===== src/rtl/sync_fifo_flags_if.sv =====
// +----------------------------------------------------------------------------+
// | Module      : sync_fifo_flags_if                                           |
// | Description : Write/read handshake and status bundle for sync_fifo_flags.  |
// | Revision    : 1.0                                                          |
// +----------------------------------------------------------------------------+
`default_nettype none

interface sync_fifo_flags_if #(
    parameter int DATA_WIDTH = 8,
    parameter int FIFO_DEPTH = 16
);
    localparam int LEVEL_W = $clog2(FIFO_DEPTH) + 1;

    logic                  WR;
    logic                  RD;
    logic                  ClrErr;
    logic [DATA_WIDTH-1:0] dataIn;
    logic [DATA_WIDTH-1:0] dataOut;
    logic [LEVEL_W-1:0]    Level;
    logic                  EMPTY;
    logic                  FULL;
    logic                  ALMOST_EMPTY;
    logic                  ALMOST_FULL;
    logic                  OVERFLOW;
    logic                  UNDERFLOW;

    modport master (
        output WR, RD, ClrErr, dataIn,
        input  dataOut, Level, EMPTY, FULL, ALMOST_EMPTY, ALMOST_FULL,
               OVERFLOW, UNDERFLOW
    );

    modport slave (
        input  WR, RD, ClrErr, dataIn,
        output dataOut, Level, EMPTY, FULL, ALMOST_EMPTY, ALMOST_FULL,
               OVERFLOW, UNDERFLOW
    );
endinterface

`default_nettype wire


===== src/rtl/sync_fifo_flags.sv =====
// +----------------------------------------------------------------------------+
// | Module      : sync_fifo_flags                                              |
// | Description : Parametrised single-clock FIFO with level, threshold flags,  |
// |               sticky error flags and optional first-word-fall-through.     |
// | Revision    : 1.0                                                          |
// +----------------------------------------------------------------------------+
`default_nettype none

module sync_fifo_flags #(
    parameter int DATA_WIDTH    = 8,
    parameter int FIFO_DEPTH    = 16,
    parameter int AFULL_THRESH  = 12,
    parameter int AEMPTY_THRESH = 4,
    parameter int FWFT          = 0
) (
    input  logic              Clk,
    input  logic              Rst,
    sync_fifo_flags_if.slave  bus
);
    localparam int c_PTR_W = $clog2(FIFO_DEPTH);
    localparam int c_LVL_W = c_PTR_W + 1;

    localparam logic [c_LVL_W-1:0] c_DEPTH  = c_LVL_W'(FIFO_DEPTH);
    localparam logic [c_LVL_W-1:0] c_AFULL  = c_LVL_W'(AFULL_THRESH);
    localparam logic [c_LVL_W-1:0] c_AEMPTY = c_LVL_W'(AEMPTY_THRESH);

    logic [DATA_WIDTH-1:0] r_mem [FIFO_DEPTH];
    logic [c_PTR_W-1:0]    r_wr_ptr;
    logic [c_PTR_W-1:0]    r_rd_ptr;
    logic [c_LVL_W-1:0]    r_level;
    logic                  r_overflow;
    logic                  r_underflow;

    logic w_empty;
    logic w_full;
    logic w_wr_ok;
    logic w_rd_ok;

    assign w_empty = (r_level == '0);
    assign w_full  = (r_level == c_DEPTH);
    assign w_wr_ok = bus.WR && !w_full;
    assign w_rd_ok = bus.RD && !w_empty;

    // Storage is deliberately left out of reset.
    always_ff @(posedge Clk) begin
        if (w_wr_ok) begin
            r_mem[r_wr_ptr] <= bus.dataIn;
        end
    end

    always_ff @(posedge Clk or posedge Rst) begin
        if (Rst) begin
            r_wr_ptr <= '0;
            r_rd_ptr <= '0;
            r_level  <= '0;
        end else begin
            if (w_wr_ok) begin
                r_wr_ptr <= r_wr_ptr + c_PTR_W'(1);
            end
            if (w_rd_ok) begin
                r_rd_ptr <= r_rd_ptr + c_PTR_W'(1);
            end
            case ({w_wr_ok, w_rd_ok})
                2'b10:   r_level <= r_level + c_LVL_W'(1);
                2'b01:   r_level <= r_level - c_LVL_W'(1);
                default: r_level <= r_level;
            endcase
        end
    end

    // A new error in the same cycle as ClrErr keeps the flag set.
    always_ff @(posedge Clk or posedge Rst) begin
        if (Rst) begin
            r_overflow  <= 1'b0;
            r_underflow <= 1'b0;
        end else begin
            if (bus.WR && w_full) begin
                r_overflow <= 1'b1;
            end else if (bus.ClrErr) begin
                r_overflow <= 1'b0;
            end
            if (bus.RD && w_empty) begin
                r_underflow <= 1'b1;
            end else if (bus.ClrErr) begin
                r_underflow <= 1'b0;
            end
        end
    end

    generate
        if (FWFT != 0) begin : g_fwft
            assign bus.dataOut = w_empty ? '0 : r_mem[r_rd_ptr];
        end else begin : g_registered
            logic [DATA_WIDTH-1:0] r_data_out;

            always_ff @(posedge Clk or posedge Rst) begin
                if (Rst) begin
                    r_data_out <= '0;
                end else if (w_rd_ok) begin
                    r_data_out <= r_mem[r_rd_ptr];
                end
            end

            assign bus.dataOut = r_data_out;
        end
    endgenerate

    assign bus.Level        = r_level;
    assign bus.EMPTY        = w_empty;
    assign bus.FULL         = w_full;
    assign bus.ALMOST_EMPTY = (r_level <= c_AEMPTY);
    assign bus.ALMOST_FULL  = (r_level >= c_AFULL);
    assign bus.OVERFLOW     = r_overflow;
    assign bus.UNDERFLOW    = r_underflow;

endmodule

`default_nettype wire


===== src/flat_wrapper.sv =====
// flat-port wrapper written by rule: the top's interface ports become plain ports
module sync_fifo_flags_flat 
#(
    parameter int DATA_WIDTH    = 8,
    parameter int FIFO_DEPTH    = 16,
    parameter int AFULL_THRESH  = 12,
    parameter int AEMPTY_THRESH = 4,
    parameter int FWFT          = 0
)
  (Clk, Rst, bus_WR, bus_RD, bus_ClrErr, bus_dataIn, bus_dataOut, bus_Level, bus_EMPTY, bus_FULL, bus_ALMOST_EMPTY, bus_ALMOST_FULL, bus_OVERFLOW, bus_UNDERFLOW);
  sync_fifo_flags_if #(.DATA_WIDTH(DATA_WIDTH), .FIFO_DEPTH(FIFO_DEPTH)) bus_i ();
  input  logic Clk;
  input  logic Rst;
  input wire logic [$bits(bus_i.WR)-1:0] bus_WR;
  input wire logic [$bits(bus_i.RD)-1:0] bus_RD;
  input wire logic [$bits(bus_i.ClrErr)-1:0] bus_ClrErr;
  input wire logic [$bits(bus_i.dataIn)-1:0] bus_dataIn;
  output wire logic [$bits(bus_i.dataOut)-1:0] bus_dataOut;
  output wire logic [$bits(bus_i.Level)-1:0] bus_Level;
  output wire logic [$bits(bus_i.EMPTY)-1:0] bus_EMPTY;
  output wire logic [$bits(bus_i.FULL)-1:0] bus_FULL;
  output wire logic [$bits(bus_i.ALMOST_EMPTY)-1:0] bus_ALMOST_EMPTY;
  output wire logic [$bits(bus_i.ALMOST_FULL)-1:0] bus_ALMOST_FULL;
  output wire logic [$bits(bus_i.OVERFLOW)-1:0] bus_OVERFLOW;
  output wire logic [$bits(bus_i.UNDERFLOW)-1:0] bus_UNDERFLOW;
  assign bus_i.WR = bus_WR;
  assign bus_i.RD = bus_RD;
  assign bus_i.ClrErr = bus_ClrErr;
  assign bus_i.dataIn = bus_dataIn;
  assign bus_dataOut = bus_i.dataOut;
  assign bus_Level = bus_i.Level;
  assign bus_EMPTY = bus_i.EMPTY;
  assign bus_FULL = bus_i.FULL;
  assign bus_ALMOST_EMPTY = bus_i.ALMOST_EMPTY;
  assign bus_ALMOST_FULL = bus_i.ALMOST_FULL;
  assign bus_OVERFLOW = bus_i.OVERFLOW;
  assign bus_UNDERFLOW = bus_i.UNDERFLOW;
  sync_fifo_flags #(.DATA_WIDTH(DATA_WIDTH), .FIFO_DEPTH(FIFO_DEPTH), .AFULL_THRESH(AFULL_THRESH), .AEMPTY_THRESH(AEMPTY_THRESH), .FWFT(FWFT)) u_core (.Clk(Clk), .Rst(Rst), .bus(bus_i));
endmodule

===== config.mk =====
export PLATFORM = sky130hd
export DESIGN_NAME = sync_fifo_flags_flat
export DESIGN_NICKNAME = d
export VERILOG_FILES = /design/src/rtl/sync_fifo_flags_if.sv /design/src/rtl/sync_fifo_flags.sv /design/src/flat_wrapper.sv
export SDC_FILE = /design/constraint.sdc
export NUM_CORES = 1
export LEC_CHECK = 0
export BUFFER_PORTS_ARGS = -buffer_cell sky130_fd_sc_hd__buf_2
export CORE_MARGIN = 2
export CORE_UTILIZATION = 29
export CTS_CLUSTER_DIAMETER = 150
export DETAILED_ROUTE_END_ITERATION = 10
export PLACE_DENSITY = 0.57
export RECOVER_POWER = 25
export SLEW_MARGIN = 20
export SYNTH_ARGS = -nofsm -noshare
export SYNTH_HDL_FRONTEND = slang
export SYNTH_SLANG_ARGS = --single-unit

===== constraint.sdc =====
create_clock -name Clk -period 2.8 [get_ports Clk]
set_input_delay 0.56 -clock Clk [delete_from_list [all_inputs] [get_ports Clk]]
set_output_delay 0.56 -clock Clk [all_outputs]
set_load 0.005 [all_outputs]

==> impl.org <==
** GRT
- Vias in the first global route :: 3327
- Largest net degree at the start of global routing :: 28
- Initial antenna violation count :: 0
- Wire length of the first global-routing pass :: 19.15 mm
- Global routing finished with a remaining overflow of 0.
- For this run, the total global-route usage over all layers was measured as 0.1205.

** Worst setup path
- Data required time at the worst endpoint :: 3.15 ns
- STA classifies the critical path endpoint as a flop.
- The setup check on the worst reg-to-reg path leaves a slack of 0.13 ns.
- The critical path is of the reg2reg type.
- At the worst endpoint, the arrival time is 3.02 ns.
- STA classifies the critical path startpoint as a flop.
- Crit path max fanout :: 9

** Synthesis
- Counting distinct cell types in the post-synthesis netlist gives 40.
- Count of mapped cells out of synthesis :: 323
- EDFF count, synth :: 128
- Post-synthesis area per instance :: 18.88 um^2
- For this run, the register share of the synthesized area comes to 0.7247.
- Post-synth net total :: 344
- The cell area that synthesis handed to floorplanning was 0.006098 mm^2.
- Synthesis inferred 151 register bits.
- In the synthesized netlist the async set-or-reset flop fraction comes to 0.1523.
- Most common flop cell mapped by yosys :: edfxtp_1
- The Yosys step of the flow raised 0 warnings.

** Layout
- Syn-to-layout area delta :: 20.00%
- At the end of the flow, the number of nets in the layout was 397.
- The finished layout holds 663 standard cells, fillers aside.
- Layout cell share with drive strength beyond 1 :: 0.3093
- Commonest non-fill, non-tap cell in the layout :: edfxtp_1
- The layout has 1961 filler cells.
- Inserted Diodes :: 0
- In the layout the commonest cells are 128 x edfxtp_1, 32 x mux4_2, 25 x buf_2.

** Routing
- In the routed layout, each cell is associated on average with a via count of 4.640.
- The final layout contains routed wiring with a total length of 12.29 mm.
- Detailed-route wire length per cell :: 18.54 um
- After detailed routing, the number of remaining DRC violations is 0.
- In this run the top signal layer used is met4.
- Violation count after the first detailed-routing iteration :: 162
- Met3 routed WL :: 448 um
- For this run, the detailed router's first-pass iteration total came to 4.
- In the detailed route, the total length drawn on met2 is 6.066 mm.
- The detailed router placed 3076 vias in this run.
- Once detail routing completed, the nets flagged for antenna violations numbered 0.
- Met1 wire length :: 5.608 mm

** STA
- Actual slew at the worst max-slew pin :: 0.9738 ns
- Setup violations remaining at the end of the flow were counted as 0.
- The routed design could run at a clock period as short as 2.672 ns.
- Maximum frequency from static timing analysis :: 374.3 MHz
- Worst slew margin relative to its limit :: 0.3484
- For the final routed database, the setup TNS stands at 0 ns.
- Hold Vio Cnt, Final :: 0
- Setup repair after global routing left no endpoint under its margin.
- Final worst-path cycle share :: 0.9542
- Clock skew on the completed layout was measured at 0.007865 ns.
- Number of slew-limit violations in the final report :: 0
- Final worst hold slack :: 0.07801 ns

** Floorplan
- Row generation in the floorplan step produced 53 rows.
- The die is 149.0 um tall.
- 32 I/O pins were placed.
- Initial Util :: 0.2929
- The die is 149.0 um wide.
- Core outline area :: 0.02082 mm^2
- Die area :: 0.02221 mm^2

** Placed design
- The congestion estimate from routability-driven global placement came to 0.7536.
- Input and output buffers added on the ports amount to 31.
- Cells after DPL :: 631
- Detailed placement ended at an HPWL of 7.923 mm.

** CTS
- CTS Root Buffer Type :: clkbuf_16
- The clock drives 151 sinks.
- After clock tree synthesis, the clock-pin slew on the worst setup and hold paths is 0.06 ns.
- For the worst-skew pair, the clock arrives at the later sink with an insertion delay of 0.43 ns.
- Buffers inserted during clock tree synthesis total 17.
- H-tree Lvls :: 4
- The clock passes through at most 2 buffers.
- TritonCTS built the clock tree.

** Pwr
- The share of total power dissipated in combinational logic is 0.277.
- Clock network power share :: 0.320
- Of the total power, the share spent switching nets is 0.2956.
- Worst voltage drop across the vdd grid :: 420.5 uV
- Power density normalized to cell area :: 1032 mW/mm^2
- Relative contribution of sequential cells to total power :: 0.403
- The analysis attributes to cell leakage a power of 0.002525 uW.
- The internal portion of the total power is 5318 uW.
- For this design the total switching power over the nets is 2232 uW.

** Status
- The run finished with clean final reports.

** Job
- Max-Cap Viols :: 0

** Hold path
- Class of the worst hold path :: in2async
## cells by family (layout without fill, tap and decap cells)
kind of cell             count (synthesis)  in the layout  synth area share
buffers and inverters                   25             90           0.02093
XOR/XNOR                                12             12           0.01723
adder cells (fa/ha/maj)                  8              8           0.01641
flip-flops                             151            151            0.7247
AND/OR/NAND/NOR                         56             56           0.04391
AO/OA/AOI/OAI                           23             23           0.03221
multiplexers                            48             48            0.1446
## routing by layer
metal | global-route usage | up-vias
met5 | 0 | -
met4 | 0.03952 | 0
met3 | 0.03853 | 12
met2 | 0.1984 | 58
met1 | 0.1513 | 1628
li1 | - | 1378
## worst paths after layout
kind / startpoint / to / cells after the start
max: u_core.bus.Level[0] / u_core.bus.Level[4] / 10
min: Rst / u_core.bus.Level[4] / 2
max reg2reg: u_core.bus.Level[0] / u_core.bus.Level[4] / 10
min reg2reg: u_core.bus.dataOut[1] / u_core.bus.dataOut[1] / 2
max in group asynchronous: Rst / u_core.bus.dataOut[4] / 3
min in group Clk: bus_WR / u_core.bus.OVERFLOW / 2
## registers in the layout, summed over array words and instances, names as in the netlist
register / cells
u_core.bus.UNDERFLOW: 1
u_core.bus.Level: 5
u_core.r_wr_ptr: 4
u_core.bus.OVERFLOW: 1
u_core.bus.dataOut: 8
u_core.r_mem: 128
u_core.r_rd_ptr: 4
## area by class of cell
class	instances	area, um^2	share of cell area
inverter	6	25.02	0.003419
clock buffer	17	425.4	0.05813
sequential	151	4419	0.6039
tap	275	344.1	0.04702
multi-input combinational	147	1583	0.2163
timing repair buffer	53	325.3	0.04445
clock inverter	14	196.4	0.02684
## power groups by stage
stage / logic [uW] / clock network, uW / registers [uW]
finish: 2090 / 2420 / 3050
global route: 2290 / 2560 / 3090
CTS: 2130 / 2460 / 3050
detailed placement: 2120 / 0 / 3090
global placement: 2090 / 0 / 3080
floorplan: 1580 / 0 / 2950
## stage by stage
step / setup slack, ns / util / cell area (um^2) / total power [uW]
after global placement: 0.1673 / 0.3209 / 6683 / 5167
after floorplan: 0.001623 / - / 6135 / 4530
after global routing: 0.007967 / 0.3515 / 7318 / 7949
after CTS: 0.02594 / 0.3508 / 7305 / 7633
final: 0.1282 / 0.3515 / 7318 / 7551
after detailed placement: 0.03093 / 0.3209 / 6683 / 5214
## worst max-delay path, cell delays in order, from the launching register on
cell,delay (ns)
dfrtp_1,0.38
or4_4,0.56
o21ai_4,0.18
inv_4,0.09
ha_4,0.20
xor2_2,0.17
ha_2,0.23
a21oi_1,0.07
or3b_4,0.36
a31oi_1,0.20
xor2_1,0.15
## Yosys cell counts, types with 2 or more instances
library cell  count  area share
a22o_1            2      0.0029
buf_6             2      0.0037
nand4_1           2      0.0021
edfxtp_1        128        0.63
inv_1             5      0.0031
mux2i_1          15       0.025
nor2_1           15      0.0092
nand2_1          19       0.012
o21ai_0           2      0.0016
buf_2             6      0.0049
nor2b_1           2      0.0021
o221ai_1          7       0.010
nor4_1            2      0.0021
dfrtp_1          23       0.094
ha_1              8       0.016
nor3_1            6      0.0049
xor2_1            5      0.0072
buf_1             4      0.0025
xnor2_1           7       0.010
clkbuf_1          4      0.0025
mux4_2           32        0.12
nand2b_1          4      0.0041
a21oi_1           4      0.0033
buf_4             3      0.0037
## repair_timing
item                                    4_1_cts  5_1_grt
hold buffers                                  0        0
gates resized for setup                       0        2
endpoints found under the setup margin        0        1
buffers inserted                              0        1
(Power assumes the default switching activity.)
